## src/rtl/kv_pkg.sv

```systemverilog
// Shared types and default sizes for the key-value store client.
package kv_pkg;

    // Lookup sequencer states
    typedef enum logic {
        KVC_IDLE = 1'b0,
        KVC_WAIT = 1'b1
    } kvc_state_t;

    localparam int KV_KEY_WIDTH_DFLT = 32;
    localparam int KV_VAL_WIDTH_DFLT = 32;
    localparam int KV_UPD_DEPTH_DFLT = 4;

endpackage

```

## src/rtl/kv_update_fifo.sv

```systemverilog
// Update queue for the key-value client: a small circular FIFO of (key, value)
// pairs with a combinational search port that reports the youngest live entry
// whose key matches the search key.
module kv_update_fifo
    import kv_pkg::*;
#(
    parameter int KEY_WIDTH = KV_KEY_WIDTH_DFLT,
    parameter int VAL_WIDTH = KV_VAL_WIDTH_DFLT,
    parameter int DEPTH     = KV_UPD_DEPTH_DFLT
) (
    input  logic                 clk,
    input  logic                 reset_n,
    input  logic                 push_valid,
    input  logic [KEY_WIDTH-1:0] push_key,
    input  logic [VAL_WIDTH-1:0] push_value,
    input  logic                 pop,
    output logic                 full,
    output logic                 empty,
    output logic [KEY_WIDTH-1:0] head_key,
    output logic [VAL_WIDTH-1:0] head_value,
    input  logic [KEY_WIDTH-1:0] srch_key,
    output logic                 srch_hit,
    output logic [VAL_WIDTH-1:0] srch_value
);

    localparam int PTR_W = (DEPTH > 1) ? $clog2(DEPTH) : 1;
    localparam int CNT_W = $clog2(DEPTH + 1);

    logic [KEY_WIDTH-1:0] key_mem_q [DEPTH];
    logic [KEY_WIDTH-1:0] key_mem_d [DEPTH];
    logic [VAL_WIDTH-1:0] val_mem_q [DEPTH];
    logic [VAL_WIDTH-1:0] val_mem_d [DEPTH];
    logic [PTR_W-1:0]     wr_ptr_q, wr_ptr_d;
    logic [PTR_W-1:0]     rd_ptr_q, rd_ptr_d;
    logic [CNT_W-1:0]     count_q, count_d;
    logic                 do_push;
    logic                 do_pop;
    logic [PTR_W-1:0]     srch_idx;

    assign full       = (count_q == CNT_W'(DEPTH));
    assign empty      = (count_q == '0);
    assign head_key   = key_mem_q[rd_ptr_q];
    assign head_value = val_mem_q[rd_ptr_q];

    // A full queue refuses pushes even if it pops this cycle; the freed slot is usable next cycle.
    assign do_push = push_valid & ~full;
    assign do_pop  = pop & ~empty;

    // Next-state for storage, pointers and occupancy
    always_comb begin
        key_mem_d = key_mem_q;
        val_mem_d = val_mem_q;
        wr_ptr_d  = wr_ptr_q;
        rd_ptr_d  = rd_ptr_q;
        count_d   = count_q;
        if (do_push) begin
            key_mem_d[wr_ptr_q] = push_key;
            val_mem_d[wr_ptr_q] = push_value;
            wr_ptr_d            = wr_ptr_q + 1'b1;
        end
        if (do_pop) begin
            rd_ptr_d = rd_ptr_q + 1'b1;
        end
        if (do_push && !do_pop) begin
            count_d = count_q + 1'b1;
        end else if (!do_push && do_pop) begin
            count_d = count_q - 1'b1;
        end
    end

    // Walk live entries oldest to youngest so the last match found is the youngest
    always_comb begin
        srch_hit   = 1'b0;
        srch_value = '0;
        srch_idx   = '0;
        for (int i = 0; i < DEPTH; i++) begin
            srch_idx = rd_ptr_q + PTR_W'(i);
            if ((i < int'(count_q)) && (key_mem_q[srch_idx] == srch_key)) begin
                srch_hit   = 1'b1;
                srch_value = val_mem_q[srch_idx];
            end
        end
    end

    // Queue state registers
    always_ff @(posedge clk or negedge reset_n) begin
        if (!reset_n) begin
            for (int i = 0; i < DEPTH; i++) begin
                key_mem_q[i] <= '0;
                val_mem_q[i] <= '0;
            end
            wr_ptr_q <= '0;
            rd_ptr_q <= '0;
            count_q  <= '0;
        end else begin
            key_mem_q <= key_mem_d;
            val_mem_q <= val_mem_d;
            wr_ptr_q  <= wr_ptr_d;
            rd_ptr_q  <= rd_ptr_d;
            count_q   <= count_d;
        end
    end

endmodule

```

## src/rtl/kv_lookup_client.sv

```systemverilog
// Client of the 1-cycle direct-mapped key-value store. Issues one lookup at a
// time to the store, returns a registered result, and trickles queued table
// updates into the store on cycles where no lookup is being issued. Lookups
// see updates that are still queued through a bypass captured at issue time.
//
//   state    | meaning
//   ---------+------------------------------------------------------------
//   KVC_IDLE | ready for a lookup; issues it to the store on accept
//   KVC_WAIT | lookup issued, waiting for the store response (or a flush)
module kv_lookup_client
    import kv_pkg::*;
#(
    parameter int KEY_WIDTH = KV_KEY_WIDTH_DFLT,
    parameter int VAL_WIDTH = KV_VAL_WIDTH_DFLT,
    parameter int UPD_DEPTH = KV_UPD_DEPTH_DFLT
) (
    input  logic                 clk,
    input  logic                 reset_n,
    input  logic                 lk_valid,
    output logic                 lk_ready,
    input  logic [KEY_WIDTH-1:0] lk_key,
    output logic                 res_valid,
    output logic                 res_hit,
    output logic [VAL_WIDTH-1:0] res_value,
    input  logic                 upd_valid,
    output logic                 upd_ready,
    input  logic [KEY_WIDTH-1:0] upd_key,
    input  logic [VAL_WIDTH-1:0] upd_value,
    input  logic                 flush,
    input  logic                 kvs_req_ready,
    output logic                 kvs_req_valid,
    output logic [KEY_WIDTH-1:0] kvs_req_key,
    input  logic                 kvs_resp_valid,
    input  logic                 kvs_resp_hit,
    input  logic [VAL_WIDTH-1:0] kvs_resp_value,
    output logic                 kvs_update_valid,
    output logic [KEY_WIDTH-1:0] kvs_update_key,
    output logic [VAL_WIDTH-1:0] kvs_update_value
);

    kvc_state_t           state_q, state_d;
    logic                 byp_hit_q, byp_hit_d;
    logic [VAL_WIDTH-1:0] byp_value_q, byp_value_d;
    logic                 res_valid_q, res_valid_d;
    logic                 res_hit_q, res_hit_d;
    logic [VAL_WIDTH-1:0] res_value_q, res_value_d;

    logic                 fifo_full;
    logic                 fifo_empty;
    logic [KEY_WIDTH-1:0] head_key;
    logic [VAL_WIDTH-1:0] head_value;
    logic                 srch_hit;
    logic [VAL_WIDTH-1:0] srch_value;

    logic                 force_drain;
    logic                 accept;
    logic                 drain;
    logic                 push;

    // Searching on lk_key directly means the bypass reflects entries present
    // at the start of the accept cycle; a same-cycle enqueue is not visible.
    kv_update_fifo #(
        .KEY_WIDTH (KEY_WIDTH),
        .VAL_WIDTH (VAL_WIDTH),
        .DEPTH     (UPD_DEPTH)
    ) u_upd_fifo (
        .clk        (clk),
        .reset_n    (reset_n),
        .push_valid (push),
        .push_key   (upd_key),
        .push_value (upd_value),
        .pop        (drain),
        .full       (fifo_full),
        .empty      (fifo_empty),
        .head_key   (head_key),
        .head_value (head_value),
        .srch_key   (lk_key),
        .srch_hit   (srch_hit),
        .srch_value (srch_value)
    );

    // Arbitration: a lookup owns the store port in its accept cycle, otherwise the queue head drains.
    // Handshake outputs are held low while reset_n is asserted.
    always_comb begin
        force_drain      = fifo_full;
        lk_ready         = reset_n & (state_q == KVC_IDLE) & kvs_req_ready & ~force_drain & ~flush;
        accept           = lk_valid & lk_ready;
        kvs_req_valid    = accept;
        kvs_req_key      = accept ? lk_key : '0;
        drain            = ~fifo_empty & ~accept;
        kvs_update_valid = drain;
        kvs_update_key   = drain ? head_key : '0;
        kvs_update_value = drain ? head_value : '0;
        upd_ready        = reset_n & ~fifo_full;
        push             = upd_valid & upd_ready;
    end

    // Lookup sequencer next-state and result formation
    always_comb begin
        state_d     = state_q;
        byp_hit_d   = byp_hit_q;
        byp_value_d = byp_value_q;
        res_valid_d = 1'b0;
        res_hit_d   = res_hit_q;
        res_value_d = res_value_q;
        unique case (state_q)
            KVC_IDLE: begin
                if (accept) begin
                    byp_hit_d   = srch_hit;
                    byp_value_d = srch_value;
                    state_d     = KVC_WAIT;
                end
            end
            KVC_WAIT: begin
                // A response arriving alongside a flush belongs to the dropped lookup.
                if (flush) begin
                    state_d = KVC_IDLE;
                end else if (kvs_resp_valid) begin
                    res_valid_d = 1'b1;
                    if (byp_hit_q) begin
                        res_hit_d   = 1'b1;
                        res_value_d = byp_value_q;
                    end else begin
                        res_hit_d   = kvs_resp_hit;
                        res_value_d = kvs_resp_hit ? kvs_resp_value : '0;
                    end
                    state_d = KVC_IDLE;
                end
            end
            default: state_d = KVC_IDLE;
        endcase
    end

    // Sequencer state, bypass capture and registered result
    always_ff @(posedge clk or negedge reset_n) begin
        if (!reset_n) begin
            state_q     <= KVC_IDLE;
            byp_hit_q   <= 1'b0;
            byp_value_q <= '0;
            res_valid_q <= 1'b0;
            res_hit_q   <= 1'b0;
            res_value_q <= '0;
        end else begin
            state_q     <= state_d;
            byp_hit_q   <= byp_hit_d;
            byp_value_q <= byp_value_d;
            res_valid_q <= res_valid_d;
            res_hit_q   <= res_hit_d;
            res_value_q <= res_value_d;
        end
    end

    assign res_valid = res_valid_q;
    assign res_hit   = res_hit_q;
    assign res_value = res_value_q;

endmodule

```

## config.mk

```make
export PLATFORM = sky130hd
export DESIGN_NAME = kv_lookup_client
export DESIGN_NICKNAME = d
export VERILOG_FILES = /design/src/rtl/kv_pkg.sv /design/src/rtl/kv_update_fifo.sv /design/src/rtl/kv_lookup_client.sv
export SDC_FILE = /design/constraint.sdc
export NUM_CORES = 1
export LEC_CHECK = 0
export CELL_PAD_IN_SITES_DETAIL_PLACEMENT = 2
export CELL_PAD_IN_SITES_GLOBAL_PLACEMENT = 2
export CORE_MARGIN = 3
export CORE_UTILIZATION = 38
export DETAILED_ROUTE_END_ITERATION = 7
export GPL_TIMING_DRIVEN = 0
export PLACE_DENSITY_LB_ADDON = 0.1
export SLEW_MARGIN = 20
export SYNTH_ARGS = -nofsm -noshare
export SYNTH_HDL_FRONTEND = slang
export SYNTH_HIERARCHICAL = 1
export SYNTH_SLANG_ARGS = --single-unit
```

## constraint.sdc

```tcl
create_clock -name clk -period 3.75 [get_ports clk]
set_input_delay 0.5625 -clock clk [delete_from_list [all_inputs] [get_ports clk]]
set_output_delay 0.5625 -clock clk [all_outputs]
set_load 0.005 [all_outputs]
```

# Word level (Yosys, flattened, before mapping)
# Index checks and enable logic that the tools add are counted.
[classes] eq_ne=5 addsub=6 order_cmp=10 bitwise=20 mux=51 reduce_logical=13
[ops] op="$mux W32" count=26
[ops] op="$bmux W32 S2" count=8
[ops] op="$bwmux W128" count=2
[ops] op="$eq A32 B32 Y1" count=4
[ops] op="$demux W32 S2" count=1
[ops] op="$ge A3 B3 Y1 const B" count=5
[ops] op="$not A2 Y3" count=5
[ops] op="$mux W1" count=11
[ops] op="$and A1 B1 Y1" count=10
[ops] op="$logic_and A1 B1 Y1" count=7
[ops] op="$lt A1 B3 Y1 const A" count=2
[ops] op="$lt A2 B3 Y1 const A" count=2
[ops] op="$mux W3" count=2
[ops] op="$not A1 Y1" count=5
[ops] op="$add A2 B1 Y2 const B" count=2
[ops] op="$add A2 B2 Y2 const B" count=2
[ops] op="$add A3 B1 Y3 const B" count=1
[ops] op="$eq A3 B3 Y1 const B" count=1
[ops] op="$logic_not A3 Y1" count=1
[ops] op="$lt A3 B1 Y1 const B" count=1
[ops] op="$reduce_and A3 Y1" count=1
[ops] op="$sub A3 B1 Y3 const B" count=1
[ops] op="$logic_not A1 Y1" count=2
[ops] op="$pmux W1 S2" count=1
[ops] op="2 further kinds" count=2
[totals] output_inout_bits=134 ff_bits=331 in_bits=136

# Depth between registers and ports, before layout
[depth] word_depth=12 mapped_depth=16 mapped_depth_nobuf=11

# By module
# Netlist, hierarchy kept.
[by_module_without_submodules] module="kv_update_fifo" cells_per_inst=1688 seq_area_each_um2=6581.3 instances=1 area_per_inst_um2=18805.5
[by_module_without_submodules] module="kv_lookup_client" cells_per_inst=338 seq_area_each_um2=1701.6 instances=1 area_per_inst_um2=3484.6

# Least setup slack after synthesis
# No wires, ideal clock.
[synth_path] path_type="register to register" startpoint="reg u_upd_fifo.rd_ptr_q[1]" endpoint="reg byp_value_q[11]" arrival_time_ps=3182 setup_ps=125 period_less_slack_ps=3306 stages_incl_launch_ff=14 slack_ps=444 path_cell_list="dfrtp_1 -> buf_6 -> buf_2 -> mux4_2 -> xnor2_1 -> nand4_1 -> nor3_1 -> and4_1 -> clkbuf_1 -> clkbuf_1 -> nand2_1 -> and3_1 -> o22a_1 -> mux2_2"
[synth_via] elab_chain_cells=10 word_cells_on_any_way=43
[synth_lines] item="from (decl)" line_no="kv_update_fifo.sv:34" source="logic [PTR_W-1:0] rd_ptr_q, rd_ptr_d;"
[synth_lines] item="from (signal assigned)" line_no="kv_update_fifo.sv:99" source="rd_ptr_q <= rd_ptr_d;"
[synth_lines] item="$add A2 B1 Y2 or $not A2 Y3 (tied branches)" line_no="kv_update_fifo.sv:77, kv_update_fifo.sv:78, kv_update_fifo.sv:80"
[synth_lines] item="$not A2 Y3 (not written as such) or $bmux W32 S2 (tied branches)" line_no="kv_update_fifo.sv:78, kv_update_fifo.sv:80"
[synth_lines] item="$bmux W32 S2 or $mux W32 (tied branches)" line_no="kv_update_fifo.sv:78" source="if ((i < int'(count_q)) && (key_mem_q[srch_idx] == srch_key)) begin"
[synth_lines] item="$mux W32 (not written as such)" line_no="kv_update_fifo.sv:78"
[synth_lines] item="$mux W32 (not written as such) or $eq A32 B32 Y1 (tied branches)" line_no="kv_update_fifo.sv:78"
[synth_lines] item="$eq A32 B32 Y1 or $logic_and A1 B1 Y1 (tied branches)" line_no="kv_update_fifo.sv:78"
[synth_lines] item="$logic_and A1 B1 Y1 or $mux W32 (tied branches)" line_no="kv_update_fifo.sv:78"
[synth_lines] item="$mux W32 (2 in a row)" line_no="kv_update_fifo.sv:78"
[synth_lines] item="$mux W32 (*)" line_no="kv_update_fifo.sv:78"
[synth_lines] item="named net srch_value[11]" line_no="kv_lookup_client.sv:53" source="logic [VAL_WIDTH-1:0] srch_value;"
[synth_lines] item="to (signal assigned)" line_no="kv_lookup_client.sv:146" source="byp_value_q <= byp_value_d;"
[synth_lines] item="to (decl)" line_no="kv_lookup_client.sv:43" source="logic [VAL_WIDTH-1:0] byp_value_q, byp_value_d;"
# Mark *: on every way through the listed nets, which the timed path passes. The rest lies on a longest branch. The select of a mux whose other input is x is not followed.
# A chain may end at the register's enable or synchronous reset.

# Worst setup path in the final report
[layout_path] startpoint="reg u_upd_fifo.rd_ptr_q[1]" endpoint="reg byp_value_q[30]"
# The elaborated chain is that of the path after synthesis.

==> impl_metrics.json <==
{
  "outcome": "complete, but fails checks",
  "failed_checks": "negative setup slack",
  "cts_root_buf": "clkbuf_16",
  "cap_violations": 0,
  "drt_iter0_markers": 2540,
  "internal-power_mw": 18.58,
  "grt_max_degree": 68,
  "yosys_warnings": 6,
  "startpoint_type": "flop",
  "yosysMostFrequentCell": "mux2_2",
  "port_buffers": 269,
  "ys_seq_area_share_pct": 37.16,
  "grt_pass1_wl_um": 180500,
  "finalWeightedCongestion": 1.001,
  "first_pass_iters": 5,
  "crit_fanout": 8,
  "route.detailed.drc": 0,
  "viasPerCell": 6.956,
  "grt_pass1_vias": 23410,
  "cts_buffer_depth": 3,
  "p_clk_share_pct": 12.7,
  "skew_ns": 0.05251,
  "max_freq_mhz": 224.2,
  "postSynth.asyncResetShare_pct": 100.0,
  "dp_hpwl_um": 80710,
  "netlist.area_leader.share_pct": 37.16,
  "tritoncts": "yes",
  "final_cells": 3324,
  "synth-edff-count": 0,
  "area_growth_syn_to_layout_pct": 48.00,
  "path_clk_slew_ns": 0.06,
  "hold_class": "in2async",
  "drtAntennaViolNets": 0,
  "core_area_um2": 57920,
  "r2r-start": "u_upd_fifo/rd_ptr_q[1]",
  "synth_top_cell_by_area": "dfrtp_1",
  "cts_num_sinks": 331,
  "yosys-top-cells-area": "dfrtp_1, mux2_2, mux2i_1",
  "fin_tns_setup_ns": -21.59,
  "p_per_area_nw_per_um2": 1083,
  "critical_path_arrival_ns": 4.91,
  "pwr-share-seq_pct": 20.5,
  "critical_path_required_ns": 4.20,
  "wirelength_um": 147000,
  "total_power_mw": 35.74,
  "synth-seq-cells": 331,
  "rsz0062_at_grt": "yes",
  "final_cell_area_um2": 32990,
  "vdd_drop_max_mv": 0.5938,
  "reg2reg_slack_ns": -0.71,
  "htree_num_levels": 2,
  "r2r-end": "byp_value_q[30]",
  "dpl_cell_area_um2": 26060,
  "overflow": 0,
  "worst_r2r_path_depth": 16,
  "slew_headroom_pct": 19.67,
  "place_inst": 3064,
  "vias": 23120,
  "start_util_pct": 38.49,
  "pwr-share-comb_pct": 66.8,
  "synthTopCellsByCount": "mux2_2, dfrtp_1, mux2i_1",
  "fin_nets": 2672,
  "total_leakage_power_nw": 13.77,
  "final_max_slew_viol_count": 0,
  "grt_usage_pct": 41.39,
  "period_needed_ns": 4.460,
  "syn-cell-area_um2": 22290,
  "antenna_found_initial": 13,
  "power_switching_mw": 17.16,
  "end_kind": "flop",
  "p_sw_share_pct": 48.01,
  "postSynthAreaPerCell_um2": 11.00,
  "whs_ns": 0.003686,
  "ys.flop_type": "dfrtp_1",
  "multi_input_area_um2": 15530,
  "fin_crit_sh_pct": 118.9,
  "die_y_um": 248.2,
  "syn-num-nets": 2171,
  "layout.area.seq_um2": 8285,
  "routedWlPerCell_um": 44.23,
  "dieArea_um2": 61600,
  "setup_viol": 98,
  "fillers": 5297,
  "synth.distinct_cells": 78,
  "die_w_um": 248.2,
  "ioPinCount": 270,
  "drive_above_1_share_pct": 45.03,
  "finalHoldViolCount": 0,
  "fp-row-count": 88,
  "critical_path_class": "reg2reg",
  "worst_pin_slew_ns": 1.205,
  "numCtsBuffers": 42,
  "syn_inst": 2026,
  "insertion_delay_ns": 0.61,
  "worst_slack_ns": -0.7100
}
[per-layer routing]
metal	share of wire (%)	global-route usage, %	wire (µm)	vias to the layer above
li1	-	-	-	8483
met1	38	54.87	55380	12000
met2	44	64.84	65400	1932
met3	11	10.33	16180	684
met4	6.7	16.91	9791	18
met5	0.19	0	274	-
[layout make-up]
| class | instances | share of cell area (%) |
|---|---|---|
| inverter | 32 | 0.3755 |
| antenna | 3 | 0.02276 |
| sequential | 331 | 25.12 |
| timing repair buffer | 463 | 14.58 |
| tap | 765 | 2.901 |
| multi-input combinational | 1484 | 47.06 |
| clock inverter | 14 | 0.6410 |
| clock buffer | 59 | 3.808 |
| buffer | 173 | 5.488 |
[power by group through the flow]
stage               Combinational [mW]  Sequential [mW]  Clock, mW
finish                            23.9             7.33       4.54
global route                      24.0             7.37       4.69
CTS                               19.8             6.70       4.44
detailed placement                15.9             6.60          0
global placement                  15.5             6.41          0
floorplan                         9.54             6.02          0
[through the flow]
stage | util, % | setup slack [ns]
3_3_place_gp | 44.79 | -12.79
4_1_cts | 54.53 | -0.2354
6_report | 56.96 | -0.7100
2_1_floorplan | - | 0.4435
5_1_grt | 56.95 | -0.5436
3_5_place_dp | 44.99 | -2.143
[critical path: stages, from the launching register on]
cell       delay (ns)
dfrtp_1          0.42
buf_12           0.14
buf_16           0.17
buf_16           0.18
buf_16           0.17
buf_12           0.16
buf_4            0.13
mux2i_1          0.34
mux2i_1          0.22
xor2_1           0.24
nor4_2           0.45
and4_4           0.37
nand2_8          0.13
clkbuf_16        0.21
o311ai_4         0.46
a2bb2oi_4        0.19
mux2_4           0.29
[state kept, by name, summed over array words and instances, names as in the netlist]
name                  cells
byp_value_q              32
u_upd_fifo/count_q        3
u_upd_fifo/val_mem_q    128
state_q                   1
res_value                32
u_upd_fifo/wr_ptr_q       2
res_hit                   1
byp_hit_q                 1
u_upd_fifo/key_mem_q    128
res_valid                 1
u_upd_fifo/rd_ptr_q       2
[worst max-delay path by stage]
| stage | from | end | slack (ns) | cells after the start |
|---|---|---|---|---|
| floorplan | u_upd_fifo/rd_ptr_q[1] | byp_value_q[11] | 0.44 | 13 |
| global placement | reset_n | kvs_update_value[1] | -12.79 | 7 |
| detailed placement | u_upd_fifo/rd_ptr_q[1] | byp_value_q[26] | -2.14 | 15 |
| CTS | u_upd_fifo/rd_ptr_q[1] | byp_value_q[23] | -0.24 | 17 |
| global route | u_upd_fifo/rd_ptr_q[1] | byp_value_q[30] | -0.54 | 15 |
| finish | u_upd_fifo/rd_ptr_q[1] | byp_value_q[30] | -0.71 | 16 |
[cells by family (layout without fill, tap and decap cells)]
group | count (synthesis) | in the layout | share of synthesized area, %
flops | 331 | 331 | 37.16
other cells | 0 | 3 | 0
mux | 614 | 614 | 32.94
fa+ha+maj | 9 | 9 | 0.5052
simple gates | 410 | 410 | 9.655
xor+xnor | 107 | 107 | 4.204
compound gates | 344 | 344 | 11.03
buf+inv | 211 | 741 | 4.502
[repair_timing]
action                     in CTS  in global routing
pin swaps                      75                 76
hold endpoints to repair       29                  0
setup buffers                 104                 74
hold buffers                    3                  0
gates cloned                   16                  1
gates resized for setup       683                258
setup endpoints to repair     372                363
[placed cells by master, fill, tap and decap left out, types with 31 or more instances in the layout]
cell	synthesis	routed
a21oi_1	66	35
a22oi_1	40	38
and2_1	103	82
buf_12	0	43
buf_4	12	144
buf_6	12	31
clkbuf_1	101	54
clkbuf_16	0	55
clkdlybuf4s50_1	0	231
dfrtp_1	331	329
mux2_2	373	322
mux2_4	0	52
mux2i_1	181	120
mux2i_2	1	36
mux4_2	57	57
nand2_1	67	57
nor2_1	119	111
o21ai_0	74	46
xnor2_1	82	59
Note: power is estimated with default switching activity, not from simulation.
